==> config.mk <==
export PLATFORM = sky130hd
export DESIGN_NAME = beverage_vending_ctrl
export DESIGN_NICKNAME = d
export VERILOG_FILES = /design/src/rtl/beverage_vending_ctrl.sv
export SDC_FILE = /design/constraint.sdc
export NUM_CORES = 1
export LEC_CHECK = 0
export CAP_MARGIN = 0
export CORE_ASPECT_RATIO = 0.75
export CORE_MARGIN = 3
export CORE_UTILIZATION = 35
export DETAILED_ROUTE_END_ITERATION = 10
export PLACE_DENSITY = 0.59
export SLEW_MARGIN = 20
export SYNTH_ARGS = -nofsm -noshare
export SYNTH_HDL_FRONTEND = slang
export SYNTH_SLANG_ARGS = --single-unit
==> constraint.sdc <==
create_clock -name clk -period 6.5 [get_ports clk]
set_input_delay 1.95 -clock clk [delete_from_list [all_inputs] [get_ports clk]]
set_output_delay 1.95 -clock clk [all_outputs]
set_load 0.05 [all_outputs]
==> src/rtl/beverage_vending_ctrl.sv <==
// Multi-product beverage vending controller: coin credit, per-product pricing, 5-unit change train.
// Optional inactivity refund is enabled by defining VEND_TIMEOUT_EN.
module beverage_vending_ctrl #(
  parameter int unsigned                      NUM_PROD       = 2,
  parameter int unsigned                      CREDIT_W       = 6,
  parameter logic [NUM_PROD*CREDIT_W-1:0]     PRICE_LIST     = {6'd10, 6'd5},
  parameter int unsigned                      MAX_CREDIT     = 30,
  parameter int unsigned                      SERVE_CYCLES   = 4,
  parameter int unsigned                      TIMEOUT_CYCLES = 1000
) (
  input  logic                clk,
  input  logic                rst,
  input  logic                coin_valid,
  input  logic                coin_type,
  input  logic [NUM_PROD-1:0] sel,
  input  logic                cancel,
  input  logic                water_ok,
  input  logic [NUM_PROD-1:0] stock_ok,
  output logic [NUM_PROD-1:0] serve,
  output logic                change,
  output logic                coin_reject,
  output logic                err_supply,
  output logic                busy,
  output logic [CREDIT_W-1:0] credit
);

  localparam int unsigned SRV_W = (SERVE_CYCLES > 1) ? $clog2(SERVE_CYCLES) : 1;
  localparam logic [CREDIT_W-1:0] FIVE = CREDIT_W'(5);
  localparam logic [CREDIT_W-1:0] TEN  = CREDIT_W'(10);
  localparam logic [CREDIT_W:0]   MAX_SUM = (CREDIT_W + 1)'(MAX_CREDIT);

  if (NUM_PROD < 1 || NUM_PROD > 8 || SERVE_CYCLES < 1 || TIMEOUT_CYCLES < 1 ||
      MAX_CREDIT >= (1 << CREDIT_W)) begin : g_param_check
    $error("beverage_vending_ctrl: illegal parameter set");
  end

  typedef enum logic [1:0] {S_IDLE, S_CREDIT, S_SERVE, S_CHANGE} state_e;

  state_e              state_q, state_d;
  logic [CREDIT_W-1:0] credit_q, credit_d;
  logic [NUM_PROD-1:0] serve_q, serve_d;
  logic [SRV_W-1:0]    srv_cnt_q, srv_cnt_d;
  logic                change_q, change_d;
  logic                coin_reject_q, coin_reject_d;
  logic                err_supply_q, err_supply_d;
  logic                busy_q, busy_d;

`ifdef VEND_TIMEOUT_EN
  localparam int unsigned TO_W = $clog2(TIMEOUT_CYCLES + 1);
  logic [TO_W-1:0] to_cnt_q, to_cnt_d;
  logic            activity;
`endif

  logic [CREDIT_W-1:0] sel_price;
  logic                sel_stock;
  logic                sel_onehot;
  logic [CREDIT_W:0]   coin_sum;
  logic                coin_fits;
  logic                refund;

  // Price and stock of the selected product (only meaningful when sel is one-hot)
  always_comb begin
    sel_price = '0;
    sel_stock = 1'b0;
    for (int i = 0; i < NUM_PROD; i++) begin
      if (sel[i]) begin
        sel_price = PRICE_LIST[i*CREDIT_W +: CREDIT_W];
        sel_stock = stock_ok[i];
      end
    end
  end

  assign sel_onehot = $onehot(sel);
  assign coin_sum   = {1'b0, credit_q} + {1'b0, (coin_type ? TEN : FIVE)};
  assign coin_fits  = (coin_sum <= MAX_SUM);

  always_comb begin
    state_d       = state_q;
    credit_d      = credit_q;
    serve_d       = serve_q;
    srv_cnt_d     = srv_cnt_q;
    change_d      = 1'b0;
    coin_reject_d = 1'b0;
    err_supply_d  = 1'b0;
    refund        = 1'b0;
`ifdef VEND_TIMEOUT_EN
    to_cnt_d      = '0;
    activity      = 1'b0;
`endif

    case (state_q)
      S_IDLE, S_CREDIT: begin
        if (cancel && state_q == S_CREDIT) begin
          refund        = 1'b1;
          coin_reject_d = coin_valid;
        end else if (sel_onehot && !(water_ok && sel_stock)) begin
          err_supply_d  = 1'b1;
          coin_reject_d = coin_valid;
        end else if (sel_onehot && credit_q >= sel_price) begin
          credit_d      = credit_q - sel_price;
          serve_d       = sel;
          srv_cnt_d     = '0;
          state_d       = S_SERVE;
          coin_reject_d = coin_valid;
        end else if (coin_valid) begin
          if (coin_fits) begin
            credit_d = coin_sum[CREDIT_W-1:0];
            state_d  = S_CREDIT;
          end else begin
            coin_reject_d = 1'b1;
          end
        end
      end
      S_SERVE: begin
        coin_reject_d = coin_valid;
        if (srv_cnt_q == SRV_W'(SERVE_CYCLES - 1)) begin
          serve_d = '0;
          if (credit_q != '0) begin
            state_d  = S_CHANGE;
            change_d = 1'b1;
            credit_d = credit_q - FIVE;
          end else begin
            state_d = S_IDLE;
          end
        end else begin
          srv_cnt_d = srv_cnt_q + SRV_W'(1);
        end
      end
      S_CHANGE: begin
        // Each 5-unit coin is a high cycle followed by a low cycle
        coin_reject_d = coin_valid;
        if (!change_q) begin
          if (credit_q == '0) begin
            state_d = S_IDLE;
          end else begin
            change_d = 1'b1;
            credit_d = credit_q - FIVE;
          end
        end
      end
      default: state_d = S_IDLE;
    endcase

`ifdef VEND_TIMEOUT_EN
    activity = !refund && ((sel != '0) || (coin_valid && coin_fits));
    if (state_q == S_CREDIT && !activity && !refund) begin
      if (to_cnt_q == TO_W'(TIMEOUT_CYCLES - 1)) begin
        refund = 1'b1;
      end else begin
        to_cnt_d = to_cnt_q + TO_W'(1);
      end
    end
`endif

    // Refund starts the change train immediately; the first pulse debits 5
    if (refund) begin
      state_d  = S_CHANGE;
      change_d = 1'b1;
      credit_d = credit_q - FIVE;
    end

    busy_d = (state_d == S_SERVE) || (state_d == S_CHANGE);
  end

  always_ff @(posedge clk or negedge rst) begin
    if (!rst) begin
      state_q       <= S_IDLE;
      credit_q      <= '0;
      serve_q       <= '0;
      srv_cnt_q     <= '0;
      change_q      <= 1'b0;
      coin_reject_q <= 1'b0;
      err_supply_q  <= 1'b0;
      busy_q        <= 1'b0;
`ifdef VEND_TIMEOUT_EN
      to_cnt_q      <= '0;
`endif
    end else begin
      state_q       <= state_d;
      credit_q      <= credit_d;
      serve_q       <= serve_d;
      srv_cnt_q     <= srv_cnt_d;
      change_q      <= change_d;
      coin_reject_q <= coin_reject_d;
      err_supply_q  <= err_supply_d;
      busy_q        <= busy_d;
`ifdef VEND_TIMEOUT_EN
      to_cnt_q      <= to_cnt_d;
`endif
    end
  end

  assign serve       = serve_q;
  assign change      = change_q;
  assign coin_reject = coin_reject_q;
  assign err_supply  = err_supply_q;
  assign busy        = busy_q;
  assign credit      = credit_q;

endmodule
==> impl_metrics.toml, run 1 <==
[global_route]
overflow = 0
grtUsageTotal_pct = 16.23
grt_pass1_vias = 1160
grt_max_degree = 17
grt_pass1_wl_um = 5871
antenna_found_initial = 0

[die]
die-width_um = 77.85
fp.dieArea_um2 = 4662
coreArea_um2 = 3491
num_rows = 18
ioPinCount = 22
die_y_um = 59.89
start_util_pct = 38.82

[timing]
tns_ps = 0
rsz0062_at_grt = "no"
relSlewSlack_pct = 49.35
slew_viol_final = 0
tightest_slew_ps = 757.3
final.setup_skew_ps = 2.658
fin_crit_sh_pct = 71.91
finalCriticalPeriod_ps = 4674
max_freq_mhz = 213.9
setup_viol = 0
hold_viol_final = 0

[critical_path]
rr_endpoint = "srv_cnt_q[1]"
worstPathCellList = "clkdlybuf4s50_1, inv_1, ha_1, ha_1, fa_1, nand2b_1, o2bb2ai_1, a211oi_1, o22ai_1, o21ai_0, o41ai_1"
cp_num_cells = 11
critPathRequiredTime_ps = 6630
start_kind = "input port"
crit_type = "input port to register"
cp_slowest_stage_delay_ps = 540
crit_family = "compound AO/OA/AOI/OAI gates"
cp-end-kind = "register"
crit_buf_inv = 2
r2r_slack_ps = 3760
rr_startpoint = "credit[0]"
r2r_cells = 9
arrival_ps = 4800
cpMostUsedCell = "ha_1"
crit_path_max_fanout = 5
critPathSlowestCell = "clkdlybuf4s50_1"

[logic_synthesis]
synth.largest_area_cell = "dfrtp_1"
yosysSeqAreaShare_pct = 29.55
synth_area_leaders = "dfrtp_1, ha_1, mux2i_1, nand3_1, inv_1"
yosysWarnings = 0
ys_async_sr_fraction_pct = 100.0
synth.cell_area_um2 = 1355
synth_cells = 150
ys.flop_type = "dfrtp_1"
synth_fp_nets = 174
synth.avg_cell_area_um2 = 9.034
ys_types = 41
ys_ff_latch = 16
yosys.area.top_type_share_pct = 29.55
synth_commonest_cells = "dfrtp_1, inv_1, ha_1, nand3_1, o21ai_0"
synth_edf_count = 0

[min_path]
hold_start = "srv_cnt_q[0]"
hold_class = "register to register"
min_to = "srv_cnt_q[0]"
hold_path_depth = 1

[clocking]
cts-buffers-inserted = 3
postCtsSetupBuffers = 0
cts.path.max_buffers = 2
cts_num_sinks = 16
clk_latency_ps = 250
htreeDepth = 1
cts_tree = "built"
clockRootBuffer = "clkbuf_8"
cts.hold.buffers_added = 0
clk_pin_slew_ps = 60
cts_resized = 0

[drt]
highest_layer = "met4"
drt_iter0_markers = 96
num_vias = 1222
met2WireLength_um = 1375
wirelength_um = 3539
wl_met3_um = 306
post_drt_via_cell_ratio = 5.529
wire_per_inst_um = 16.01
ant_nets = 0
drt_first_pass_iters = 4
route.detailed.drc = 0
wl_met1_um = 1838

[pwr]
p_leak_nw = 0.7252
p_per_area_nw_per_um2 = 520.7
peakVddDrop_mv = 0.2450
p_total_mw = 0.8646

[placed_design]
hpwl_um = 2813
dpl_cell_area_um2 = 1605
port_buffers = 21
routabilityCongestion = 0.9784

[job]
maxCapViolations = 0

[cells_and_area]
final_cell_area_um2 = 1660
syn_to_final_growth_pct = 22.53
nets = 196
layout-drive-gt1-share_pct = 8.187
antenna_cells = 0

[run_status]
outcome = "complete, no violations"
## routing by layer
metal / up-vias / track usage [%]
met4: 0 / 1.523
met2: 45 / 23.29
li1: 591 / -
met1: 581 / 24.42
met5: - / 0
met3: 5 / 5.120
## layout by cell type, fill, tap and decap left out, types with 2 or more instances in the layout
cell type        Yosys  final
clkdlybuf4s50_1      0     21
inv_1               16     16
dfrtp_1             16     16
nand3_1             12     12
ha_1                12     12
o21ai_0             11     11
a21oi_1              9      9
nand2_1              9      9
nor2_1               7      7
mux2i_1              7      7
xnor2_1              5      5
and3_1               4      4
clkbuf_8             0      4
nand2b_1             3      3
a31oi_1              3      3
a21o_2               2      2
o2bb2ai_1            2      2
nand4b_1             2      2
nor3_1               2      2
o41ai_1              2      2
fa_1                 2      2
## power by group
part	switching (mW)	leakage (nW)	total (mW)	internal (mW)
Sequential	0.0603	0.186	0.198	0.138
Combinational	0.347	0.510	0.577	0.230
Clock	0.0356	0.0288	0.0893	0.0538
Total	0.443	0.725	0.865	0.421
## worst max path at each step
| stage | from | to | slack [ps] |
|---|---|---|---|
| finish | sel[1] | srv_cnt_q[1] | 1830 |
| global placement | sel[1] | srv_cnt_q[0] | 1720 |
| global route | sel[1] | srv_cnt_q[0] | 1640 |
| detailed placement | sel[1] | srv_cnt_q[1] | 1610 |
| floorplan | sel[1] | credit[2] | 2550 |
| CTS | sel[1] | srv_cnt_q[1] | 1880 |
## area by class of cell
type / count / area (um^2)
sequential: 16 / 400.4
clock buffer: 4 / 55.05
timing repair buffer: 21 / 210.2
tap: 50 / 62.56
fill: 330 / 1831
multi-input combinational: 114 / 872.1
inverter: 16 / 60.06
## cells by family after synthesis
family / after synthesis / share of synthesized area [%]
muxes: 9 / 7.110
DFF: 16 / 29.55
adders and majority gates: 14 / 14.03
buffers and inverters: 20 / 6.094
xor gates and xnor gates: 6 / 3.878
and+or+nand+nor: 45 / 18.38
AOI/OAI and AO/OA: 40 / 20.96
## sequential cells by signal (all words and copies together) (netlist names)
register	count
serve	2
srv_cnt_q	2
coin_reject	1
err_supply	1
change	1
credit	6
state_q	2
busy	1
## per-stage QoR
step	util [%]	hold WS [ps]	cells	setup WS (ps)
after CTS	47.56	482.3	221	1883
final	47.56	476.4	221	1826
after global placement	45.99	470.5	217	1724
after global routing	47.56	525.2	221	1644
after detailed placement	45.99	472.0	217	1613
after floorplan	-	441.1	150	2547
Note: power is estimated with default switching activity, not from simulation.
==> run 2, diff against run 1 <==
==> constraint.sdc (replaced) <==
create_clock -name clk -period 4.4 [get_ports clk]
set_input_delay 1.32 -clock clk [delete_from_list [all_inputs] [get_ports clk]]
set_output_delay 1.32 -clock clk [all_outputs]
set_load 0.05 [all_outputs]
==> run 2 against run 1 <==
Largest power group unchanged. Wire length down 0.40%. Critical endpoint unchanged. Clock-buffer cell count unchanged. Sequential cell count is the same. First-iteration DRC count increased by 23%. Clock skew down 1.8 ps. Total power is 47% higher. Worst setup slack got worse by 1500 ps.
==> impl_metrics.toml, run 2 (same netlist as run 1, synthesis figures left out) <==
[min_path]
hold_class = "register to register"
hold_path_depth = 1

[pwr]
p_leak_nw = 0.7252
peakVddDrop_mv = 0.4099
power.internal_mw = 0.6219
switching_share_pct = 50.98
pwr-share-comb_pct = 66.7
switchingPower_mw = 0.6468
p_per_area_nw_per_um2 = 764.1
p_seq_share_pct = 23.2
pwr-share-clk_pct = 10.1

[cells_and_area]
layoutNonFillerInstCount = 221
nets = 196
syn_to_final_growth_pct = 22.53
layout-drive-gt1-share_pct = 8.187
largest_reg_flops = 6
final_cell_mix = "clkdlybuf4s50_1, inv_1, dfrtp_1, nand3_1, ha_1"
final_common_cell = "clkdlybuf4s50_1"
final_cell_area_um2 = 1660
antenna_cells = 0

[clocking]
cts.hold.buffers_added = 0
htreeDepth = 1
clk_pin_slew_ps = 60
cts_resized = 0
postCtsSetupBuffers = 0
cts_tree = "built"
clk_latency_ps = 250
cts_num_sinks = 16
cts-buffers-inserted = 3
clockRootBuffer = "clkbuf_8"
cts.path.max_buffers = 2

[timing]
slew_viol_final = 0
finalCriticalPeriod_ps = 4043
max_freq_mhz = 247.3
hold_viol_final = 0
setup_viol = 0
final.setup_skew_ps = 0.8226
relSlewSlack_pct = 47.16
fin_crit_sh_pct = 91.89
setup_ws_ps = 356.9
tns_ps = 0
tightest_slew_ps = 790.1
rsz0062_at_grt = "no"

[die]
fp.dieArea_um2 = 4662
die-width_um = 77.85
num_rows = 18
ioPinCount = 22
die_y_um = 59.89
coreArea_um2 = 3491
start_util_pct = 38.82

[critical_path]
cp-end-kind = "register"
crit_path_max_fanout = 5
r2r_cells = 9
critPathRequiredTime_ps = 4520
crit_type = "input port to register"
arrival_ps = 4170
start_kind = "input port"

[global_route]
grt_pass1_vias = 1189
grtUsageTotal_pct = 16.40
grt_max_degree = 17
grt_pass1_wl_um = 5906
overflow = 0
antenna_found_initial = 0

[drt]
drt_first_pass_iters = 4
num_vias = 1267
route.detailed.drc = 0
post_drt_via_cell_ratio = 5.733
wire_per_inst_um = 15.95
drt_iter0_markers = 118
ant_nets = 0
wirelength_um = 3525

[placed_design]
hpwl_um = 2758
post-place-ws_ps = 142.6
dpl_cell_area_um2 = 1605
port_buffers = 21
routabilityCongestion = 0.9785
placed_cells = 217

[job]
maxCapViolations = 0

[run_status]
outcome = "complete, no violations"
## run 2: cell counts in the layout (fill, tap and decap cells not counted)
No cell type changed its count.
## run 2: final timing paths
kind                               from            to  slack [ps]
max                              sel[1]  srv_cnt_q[1]         360
min                        srv_cnt_q[0]  srv_cnt_q[0]         480
max reg2reg                   credit[0]  srv_cnt_q[1]        1690
min reg2reg                srv_cnt_q[0]  srv_cnt_q[0]         480
max in group asynchronous           rst          busy        2380
min in group asynchronous           rst     credit[1]        1530
## run 2: metal layers
| layer | vias to the layer above | global-route usage (%) | wire length [um] |
|---|---|---|---|
| met2 | 76 | 22.93 | 1379 |
| met3 | 7 | 4.970 | 355 |
| met5 | - | 0 | 0 |
| met1 | 591 | 24.33 | 1761 |
| li1 | 593 | - | - |
| met4 | 0 | 4.061 | 29 |
## run 2: final cells by class
type | instances | area [um^2]
multi-input cells | 114 | 872.1
inverters | 16 | 60.06
flip-flops and latches | 16 | 400.4
fillers | 327 | 1831
repair buffers | 21 | 210.2
well taps | 50 | 62.56
clock buffers | 4 | 55.05
## run 2: metrics by stage
step	total power, mW	hold WS (ps)	utilization (%)
2_1_floorplan	0.9101	441.1	-
3_3_place_gp	1.123	470.5	45.99
3_5_place_dp	1.124	472.0	45.99
4_1_cts	1.263	482.4	47.56
5_1_grt	1.371	524.6	47.56
6_report	1.269	478.4	47.56
## run 2: power groups by stage
stage	clock network [mW]	registers [mW]	logic (mW)
CTS	0.133	0.291	0.839
floorplan	0	0.394	0.516
global placement	0	0.291	0.832
finish	0.128	0.294	0.847
global route	0.138	0.303	0.930
detailed placement	0	0.293	0.831
## run 2: worst max-delay path, stage by stage
cell and delay [ps]:
clkdlybuf4s50_1 530, inv_1 140, ha_1 220, ha_1 210
fa_1 410, nand2b_1 170, o2bb2ai_1 190, a211oi_1 440
o22ai_1 250, o21ai_0 190, o41ai_1 100
==> run 3, diff against run 2 <==
--- a/config.mk
+++ b/config.mk
@@ -9,8 +9,9 @@
 export CORE_ASPECT_RATIO = 0.75
 export CORE_MARGIN = 3
 export CORE_UTILIZATION = 35
+export CTS_CLUSTER_SIZE = 28
 export DETAILED_ROUTE_END_ITERATION = 10
-export PLACE_DENSITY = 0.59
+export PLACE_DENSITY = 0.57
 export SLEW_MARGIN = 20
 export SYNTH_ARGS = -nofsm -noshare
 export SYNTH_HDL_FRONTEND = slang
==> run 3 against run 2 <==
Die area unchanged. Final cell count unchanged. Wire length increased by 2.5%. Fmax increased by 1.8%. Combinational power increased by 0.7%. Core utilization unchanged. Via count decreased by 1.7%. Sequential power about the same. Sequential cell count unchanged. Highest routed layer unchanged. Clock-buffer cell count unchanged. Global-route usage increased by 0.36 points. Critical path depth unchanged.
==> impl_metrics.toml, run 3 (same netlist as run 1, synthesis figures left out) <==
[placed_design]
post-place-ws_ps = 199.1
routabilityCongestion = 0.9343
hpwl_um = 2839
port_buffers = 21

[cells_and_area]
syn_to_final_growth_pct = 22.53
final_common_cell = "clkdlybuf4s50_1"
multi_input_area_um2 = 872.1
layout-drive-gt1-share_pct = 8.187
fillCellCount = 350
antenna_cells = 0
register_area_um2 = 400.4
final_cell_mix = "clkdlybuf4s50_1, inv_1, dfrtp_1, nand3_1, ha_1"
nets = 196
largest_reg_flops = 6

[drt]
wire_per_inst_um = 16.35
ant_nets = 0
num_vias = 1246
drt_first_pass_iters = 4
route.detailed.drc = 0
drt_iter0_markers = 125
post_drt_via_cell_ratio = 5.638
wirelength_um = 3613

[timing]
setup_viol = 0
tns_ps = 0
finalCriticalPeriod_ps = 3970
fin_crit_sh_pct = 90.23
relSlewSlack_pct = 51.09
whs_ps = 476.6
final.setup_skew_ps = 5.382
rsz0062_at_grt = "no"
setup_ws_ps = 429.8
slew_viol_final = 0
tightest_slew_ps = 731.4
max_freq_mhz = 251.9
hold_viol_final = 0

[min_path]
hold_class = "register to register"

[global_route]
grtUsageTotal_pct = 16.75
antenna_found_initial = 0
grt_pass1_vias = 1162
grt_pass1_wl_um = 5947
overflow = 0
grt_max_degree = 17

[pwr]
p_per_area_nw_per_um2 = 769.2
peakVddDrop_mv = 0.3241
pwr-share-clk_pct = 10.3
p_seq_share_pct = 23.0
pwr-share-comb_pct = 66.8
p_leak_nw = 0.7252
power.internal_mw = 0.6243
switchingPower_mw = 0.6528
switching_share_pct = 51.12

[die]
coreArea_um2 = 3491
die_y_um = 59.89
die-width_um = 77.85
num_rows = 18
start_util_pct = 38.82
fp.dieArea_um2 = 4662
ioPinCount = 22

[clocking]
clockRootBuffer = "clkbuf_8"
cts-buffers-inserted = 3
cts_num_sinks = 16
clk_pin_slew_ps = 70
postCtsSetupBuffers = 0
cts.hold.buffers_added = 0
cts_tree = "built"
htreeDepth = 1
clk_latency_ps = 250
cts_resized = 0
cts.path.max_buffers = 2

[critical_path]
cp_slowest_stage_delay_ps = 520
start_kind = "input port"
worstPathCellList = "clkdlybuf4s50_1, inv_1, ha_1, ha_1, fa_1, nand2b_1, o2bb2ai_1, a211oi_1, o22ai_1, o21ai_0, o41ai_1"
crit_family = "compound AO/OA/AOI/OAI gates"
cp-end-kind = "register"
critPathRequiredTime_ps = 4520
crit_buf_inv = 2
cpMostUsedCell = "ha_1"
critPathSlowestCell = "clkdlybuf4s50_1"
arrival_ps = 4090
crit_type = "input port to register"
crit_path_max_fanout = 5

[job]
maxCapViolations = 0

[run_status]
outcome = "complete, no violations"
==> run 3: per-layer routing <==
metal  global-route usage (%)  wire length (um)  up-vias
met5                        0                 0        -
met4                    5.076                30        0
met3                    3.916               328        5
met2                    25.00              1514       55
met1                    24.03              1739      597
li1                         -                 -      589
==> run 3: path summary, 6_finish.rpt <==
path	from	end	slack (ps)	depth (start not counted)
worst max-delay path	sel[1]	srv_cnt_q[1]	430	11
worst min-delay path	srv_cnt_q[0]	srv_cnt_q[0]	480	1
worst max register to register	credit[0]	srv_cnt_q[1]	1750	9
worst min register to register	srv_cnt_q[0]	srv_cnt_q[0]	480	1
max in group asynchronous	rst	coin_reject	2430	1
min in group asynchronous	rst	credit[1]	1500	1
==> run 3: area by class of cell <==
class,instances,share of cell area [%]
Multi-Input combinational cell,114,52.52
Sequential cell,16,24.11
Timing Repair Buffer,21,12.66
Tap cell,50,3.768
Inverter,16,3.617
Clock buffer,4,3.316
==> run 3: power groups by stage <==
stage               combinational (mW)  sequential (mW)  clock, mW
finish                           0.853            0.293      0.131
global route                     0.931            0.304      0.144
global placement                 0.835            0.291          0
CTS                              0.849            0.292      0.138
floorplan                        0.516            0.394          0
detailed placement               0.843            0.294          0
==> run 3: worst reg2reg max path, cell delays in order (launching register included) <==
cell,delay (ps)
dfrtp_1,430
inv_1,140
ha_1,250
fa_1,410
nand2b_1,170
o2bb2ai_1,190
a211oi_1,410
o22ai_1,230
o21ai_0,190
o41ai_1,100
==> run 3: stage by stage <==
step	instances	total power [mW]	area [um^2]	utilization, %
final	221	1.277	1660	47.56
after global routing	221	1.378	1660	47.56
after CTS	221	1.279	1660	47.56
after detailed placement	217	1.137	1605	45.99
after global placement	217	1.125	1605	45.99
after floorplan	150	0.9101	1355	-
